File: src/rtl/led_counter_pkg.sv
// Shared constants and helpers for the icestick LED counter.
package led_counter_pkg;

  localparam int LED_W = 5;

  // The prescaler counter needs at least one bit, even when DIV is 1.
  function automatic int div_cnt_w(input int div);
    if (div <= 1) begin
      return 1;
    end else begin
      return $clog2(div);
    end
  endfunction

endpackage

File: src/rtl/led_counter_tick_gen.sv
// Prescaler: emits a one-cycle tick every DIV clock cycles.
module tick_gen
  import led_counter_pkg::*;
#(
  parameter int DIV = 1
) (
  input  logic clk,
  input  logic rst,
  output logic tick
);

  localparam int            CW   = div_cnt_w(DIV);
  localparam logic [CW-1:0] LAST = CW'(DIV - 1);

  if (DIV < 1) begin : g_bad_div
    $error("tick_gen: DIV must be >= 1");
  end

  logic [CW-1:0] div_cnt_q;
  logic [CW-1:0] div_cnt_d;

  assign tick = (div_cnt_q == LAST);

  // Next prescaler phase; with DIV=1 LAST is 0, so the counter stays at 0.
  always_comb begin
    div_cnt_d = div_cnt_q;
    if (tick) begin
      div_cnt_d = '0;
    end else begin
      div_cnt_d = div_cnt_q + CW'(1);
    end
  end

  // Prescaler phase register.
  always_ff @(posedge clk or negedge rst) begin
    if (!rst) begin
      div_cnt_q <= '0;
    end else begin
      div_cnt_q <= div_cnt_d;
    end
  end

endmodule

File: src/rtl/led_counter.sv
// Free-running 5-bit LED counter advanced by a prescaled tick.
module led_counter
  import led_counter_pkg::*;
#(
  parameter int DIV = 1
) (
  input  logic             clk,
  input  logic             rst,
  output logic [LED_W-1:0] led
);

  logic             tick;
  logic [LED_W-1:0] led_q;
  logic [LED_W-1:0] led_d;

  tick_gen #(
    .DIV (DIV)
  ) u_tick (
    .clk  (clk),
    .rst  (rst),
    .tick (tick)
  );

  // Next count; natural 5-bit overflow wraps 31 to 0.
  always_comb begin
    led_d = led_q;
    if (tick) begin
      led_d = led_q + LED_W'(1);
    end else begin
      led_d = led_q;
    end
  end

  // Count register.
  always_ff @(posedge clk or negedge rst) begin
    if (!rst) begin
      led_q <= '0;
    end else begin
      led_q <= led_d;
    end
  end

  assign led = led_q;

endmodule

File: config.mk
export PLATFORM = sky130hd
export DESIGN_NAME = led_counter
export DESIGN_NICKNAME = d
export VERILOG_FILES = /design/src/rtl/led_counter_pkg.sv /design/src/rtl/led_counter_tick_gen.sv /design/src/rtl/led_counter.sv
export SDC_FILE = /design/constraint.sdc
export NUM_CORES = 1
export LEC_CHECK = 0
export ABC_CLOCK_PERIOD_IN_PS = 1500
export BUFFER_PORTS_ARGS = -buffer_cell sky130_fd_sc_hd__buf_2
export CORE_AREA = 3 3 40 42
export CTS_CLUSTER_DIAMETER = 30
export CTS_CLUSTER_SIZE = 20
export DETAILED_ROUTE_END_ITERATION = 10
export DIE_AREA = 0 0 43 45
export GPL_ROUTABILITY_DRIVEN = 0
export GPL_TIMING_DRIVEN = 0
export SLEW_MARGIN = 10
export SYNTH_ARGS = -nofsm -noshare
export SYNTH_HDL_FRONTEND = slang
export SYNTH_SLANG_ARGS = --single-unit
File: constraint.sdc
create_clock -name clk -period 1.5 [get_ports clk]
set_input_delay 0.075 -clock clk [delete_from_list [all_inputs] [get_ports clk]]
set_output_delay 0.075 -clock clk [all_outputs]
set_load 0.005 [all_outputs]
# --- Word level (Yosys, flattened, before mapping) ---
# Index checks and enable logic that the tools add are counted.
op_classes:
  n_addsub: 2
  muxes: 1
ops:
  columns: ["cell", "n"]
  rows:
  - ["$add A5 B1 Y5 const B", 1]
  - ["$add A1 B1 Y1 const B", 1]
  - ["$mux W1", 1]
totals:
  reg_bits: 6
  inputBits: 2
  output_inout_bits: 5
  elab_cells: 5

# --- Depth between registers and ports, before layout ---
depth:
  depth_word: 2
  mapped_depth: 3
  mapped_depth_nobuf: 3

# --- Hierarchy ---
# Synthesis repeated with hierarchy kept, for this count alone.
unflattened:
  cells_unflattened: 16
  area_unflattened_um2: 211.5
modules_own_cells:
  columns: ["module", "n_inst", "cells_per_inst", "area_per_inst_um2"]
  rows:
  - ["led_counter", 1, 14, 200.2]
  - ["tick_gen", 1, 2, 11.3]

# --- Worst setup path after synthesis ---
# Ideal clock, no wire load.
synth_path:
  kind: "register to register"
  start: "register led_q[0], in the netlist led[0]"
  end: "register led_q[4], in the netlist led[4]"
  setup_time_ns: 0.123
  arrival_time_ns: 0.773
  setup_slack_ns: 0.605
  stages_incl_launch_ff: 4
  n_path_buf: 0
  path_cell_list: "dfrtp_1 ha_1 nand3_1 xnor2_1"
synth_via:
  elab_chain_cells: 1
synth_lines:
  columns: ["element", "line", "text"]
  rows:
  - ["from (decl)", "led_counter.sv:13", "logic [LED_W-1:0] led_q;"]
  - ["from (signal assigned)", "led_counter.sv:39", "led_q <= led_d;"]
  - ["$add A5 B1 Y5", "led_counter.sv:28", "led_d = led_q + LED_W'(1);"]
# Every way passes these cells.
# A chain may end at the register's enable or synchronous reset.

# --- Worst setup path in the final report ---
# Ends and elaborated chain as after synthesis.

==> impl_metrics.csv <==
group,metric,value,unit
outcome,status,"completed",
critical_path,endpoint_kind,"register",
synthesis,ys_ff_latch,5,
critical_path,cp-start-kind,"register",
clocking,ctsHoldBuffers,1,
synthesis,syn_inst,12,
synthesis,syn_nets,15,
critical_path,cp_slowest_cell,"dfrtp_1",
grt,grt_use_total,4.27,%
placed_design,pre_cts_slack,0.559,ns
detailed_routing,vias_per_cell,3.37,
floorplan,die_h,45,um
critical_path,r2r_start,"led[0]$_DFF_PN0_",
layout,most-common-layout-cells,"buf_2 (6), dfrtp_1 (5), clkbuf_4 (3), nand3_1 (2), xnor2_1 (2)",
critical_path,crit_type,"reg2reg",
layout,mostFrequentLayoutCell,"buf_2",
critical_path,worstPathArrival,1.06,ns
sta,worstMarginPinSlew,0.134,ns
critical_path,crit_fanout,4,
critical_path,path_delay_family,"flip-flops",
layout,area_growth,47.9,%
grt,grt_max_degree,6,
sta,max_freq,1.07,GHz
synthesis,synth_seq_area_share,70.4,%
sta,skew,0.00664,ns
layout,multi_input_area,48.8,sq um
clocking,cts_root_buf,"clkbuf_4",
critical_path,crit_buf_inv,0,
detailed_routing,dr.pass1.iters,1,
critical_path,critPathLaunch,"led[0]$_DFF_PN0_",
synthesis,synth.distinct_cells,6,
clocking,cts_sinks,5,
layout,final_nets,27,
sta,period_share,62.2,%
floorplan,dieArea,1940,sq um
clocking,cts_made_buffers,3,
sta,fin_ws,0.567,ns
detailed_routing,antenna_left,0,
synthesis,postSynthAreaPerCell,14.8,sq um
sta,period_minus_slack,0.933,ns
synthesis,ys_warn_count,0,
sta,slew_headroom,91.0,%
run,drv_cap,0,
sta,rsz0062_at_grt,"false",
power,ir_drop,0.000206,V
synthesis,synth_top_area_share,70.4,%
sta,final-max-slew-violation-count,0,
floorplan,row_count,13,
clocking,worstSkewPairLatency,0.24,ns
critical_path,worstPathCellList,"ha_1, nand3_1, xnor2_1",
clocking,ctsResizeCount,0,
worst_hold_path,hold_path_class,"in2async",
grt,grt_pass1_wl,496,um
synthesis,synth.cell_area,178,sq um
detailed_routing,drc,0,
layout,seqCellArea,125,sq um
sta,fin_setup_tns,0,ns
floorplan,start_util,13.8,%
clocking,cts_tree,"done",
layout,diodes,0,
sta,hold_viol_final,0,
layout,num-fill-cells,151,
grt,antenna_found_initial,0,
sta,finalSetupViolations,0,
floorplan,io_pins,7,
detailed_routing,vias,128,
detailed_routing,wl_per_cell,8.32,um
clocking,htreeDepth,1,
clocking,post_cts_buffers,0,
clocking,clockBufferDepth,2,
detailed_routing,wl,316,um
synthesis,synthTopCellsByArea,"dfrtp_1 (70%), xnor2_1 (9.9%), ha_1 (7.0%)",
grt,grt_pass1_vias,122,
floorplan,die_w,43,um
floorplan,core,1280,sq um
synthesis,synth_largest_area_cell,"dfrtp_1",
detailed_routing,drtIter0Drc,0,
power,leakagePower,0.137,nW
critical_path,slowest_delay,0.39,ns
power,power_density,1110,nW/um^2
grt,gr-total-overflow,0,
critical_path,worst-endpoint-required,1.62,ns
layout,final_layout_size_suffix_gt1_share,39.1,%
layout,largest_register_ffs,5,
placed_design,io_buffers,6,
clocking,path_clk_slew,0.05,ns
## where the power goes
group | switching, mW | internal, mW | total (mW) | leakage, nW
clock network | 0.0513 | 0.100 | 0.152 | 0.0150
registers | 0 | 0.135 | 0.135 | 0.0606
logic | 0.00252 | 0.00264 | 0.00516 | 0.0616
total | 0.0538 | 0.238 | 0.292 | 0.137
## per-stage QoR
step	instances	power (mW)	area [sq um]	hold slack, ns	utilization (%)
2_1_floorplan	12	0.137	178	-0.221	-
3_3_place_gp	33	0.141	226	-0.105	17.6
3_5_place_dp	33	0.141	226	-0.108	17.6
4_1_cts	38	0.299	263	0.176	20.4
5_1_grt	38	0.313	263	0.175	20.4
6_report	38	0.292	263	0.172	20.4
## layout make-up
cell class                      instances  share of cell area (%)
Timing Repair Buffer                    7                    15.2
Inverter                                1                    1.43
Clock buffer                            4                    10.0
Multi-Input combinational cell          6                    18.6
Tap cell                               15                    7.14
Sequential cell                         5                    47.6
## kinds of logic (layout without fill, tap and decap cells)
kind of cell             Yosys count  after routing  share of synthesized area [%]
buffers and inverters              1             12                           2.11
XOR/XNOR                           3              3                           14.8
AND/OR/NAND/NOR                    2              2                           5.63
flip-flops                         5              5                           70.4
adder cells (fa/ha/maj)            1              1                           7.04
## cells in the mapped netlist
library cell	number
dfrtp_1	5
ha_1	1
inv_1	1
nand3_1	2
xnor2_1	2
xor2_1	1
## metal layers
metal / share of wire, % / GRT usage (%) / vias up
met1: 41 / 3.92 / 58
met5: 0 / 0 / -
met4: 1.6 / 5.42 / 0
met3: 17 / 4.78 / 2
li1: - / - / 61
met2: 39 / 4.19 / 7
## final timing paths
check / endpoint / slack (ns) / depth (start not counted)
max: led[4]$_DFF_PN0_ / 0.57 / 3
min: led[4]$_DFF_PN0_ / 0.17 / 2
max reg2reg: led[4]$_DFF_PN0_ / 0.57 / 3
min reg2reg: led[4]$_DFF_PN0_ / 0.47 / 1
max in group asynchronous: led[3]$_DFF_PN0_ / 1.20 / 2
min in group clk: led[4]$_DFF_PN0_ / 0.47 / 1
Note: power is estimated with default switching activity, not from simulation.
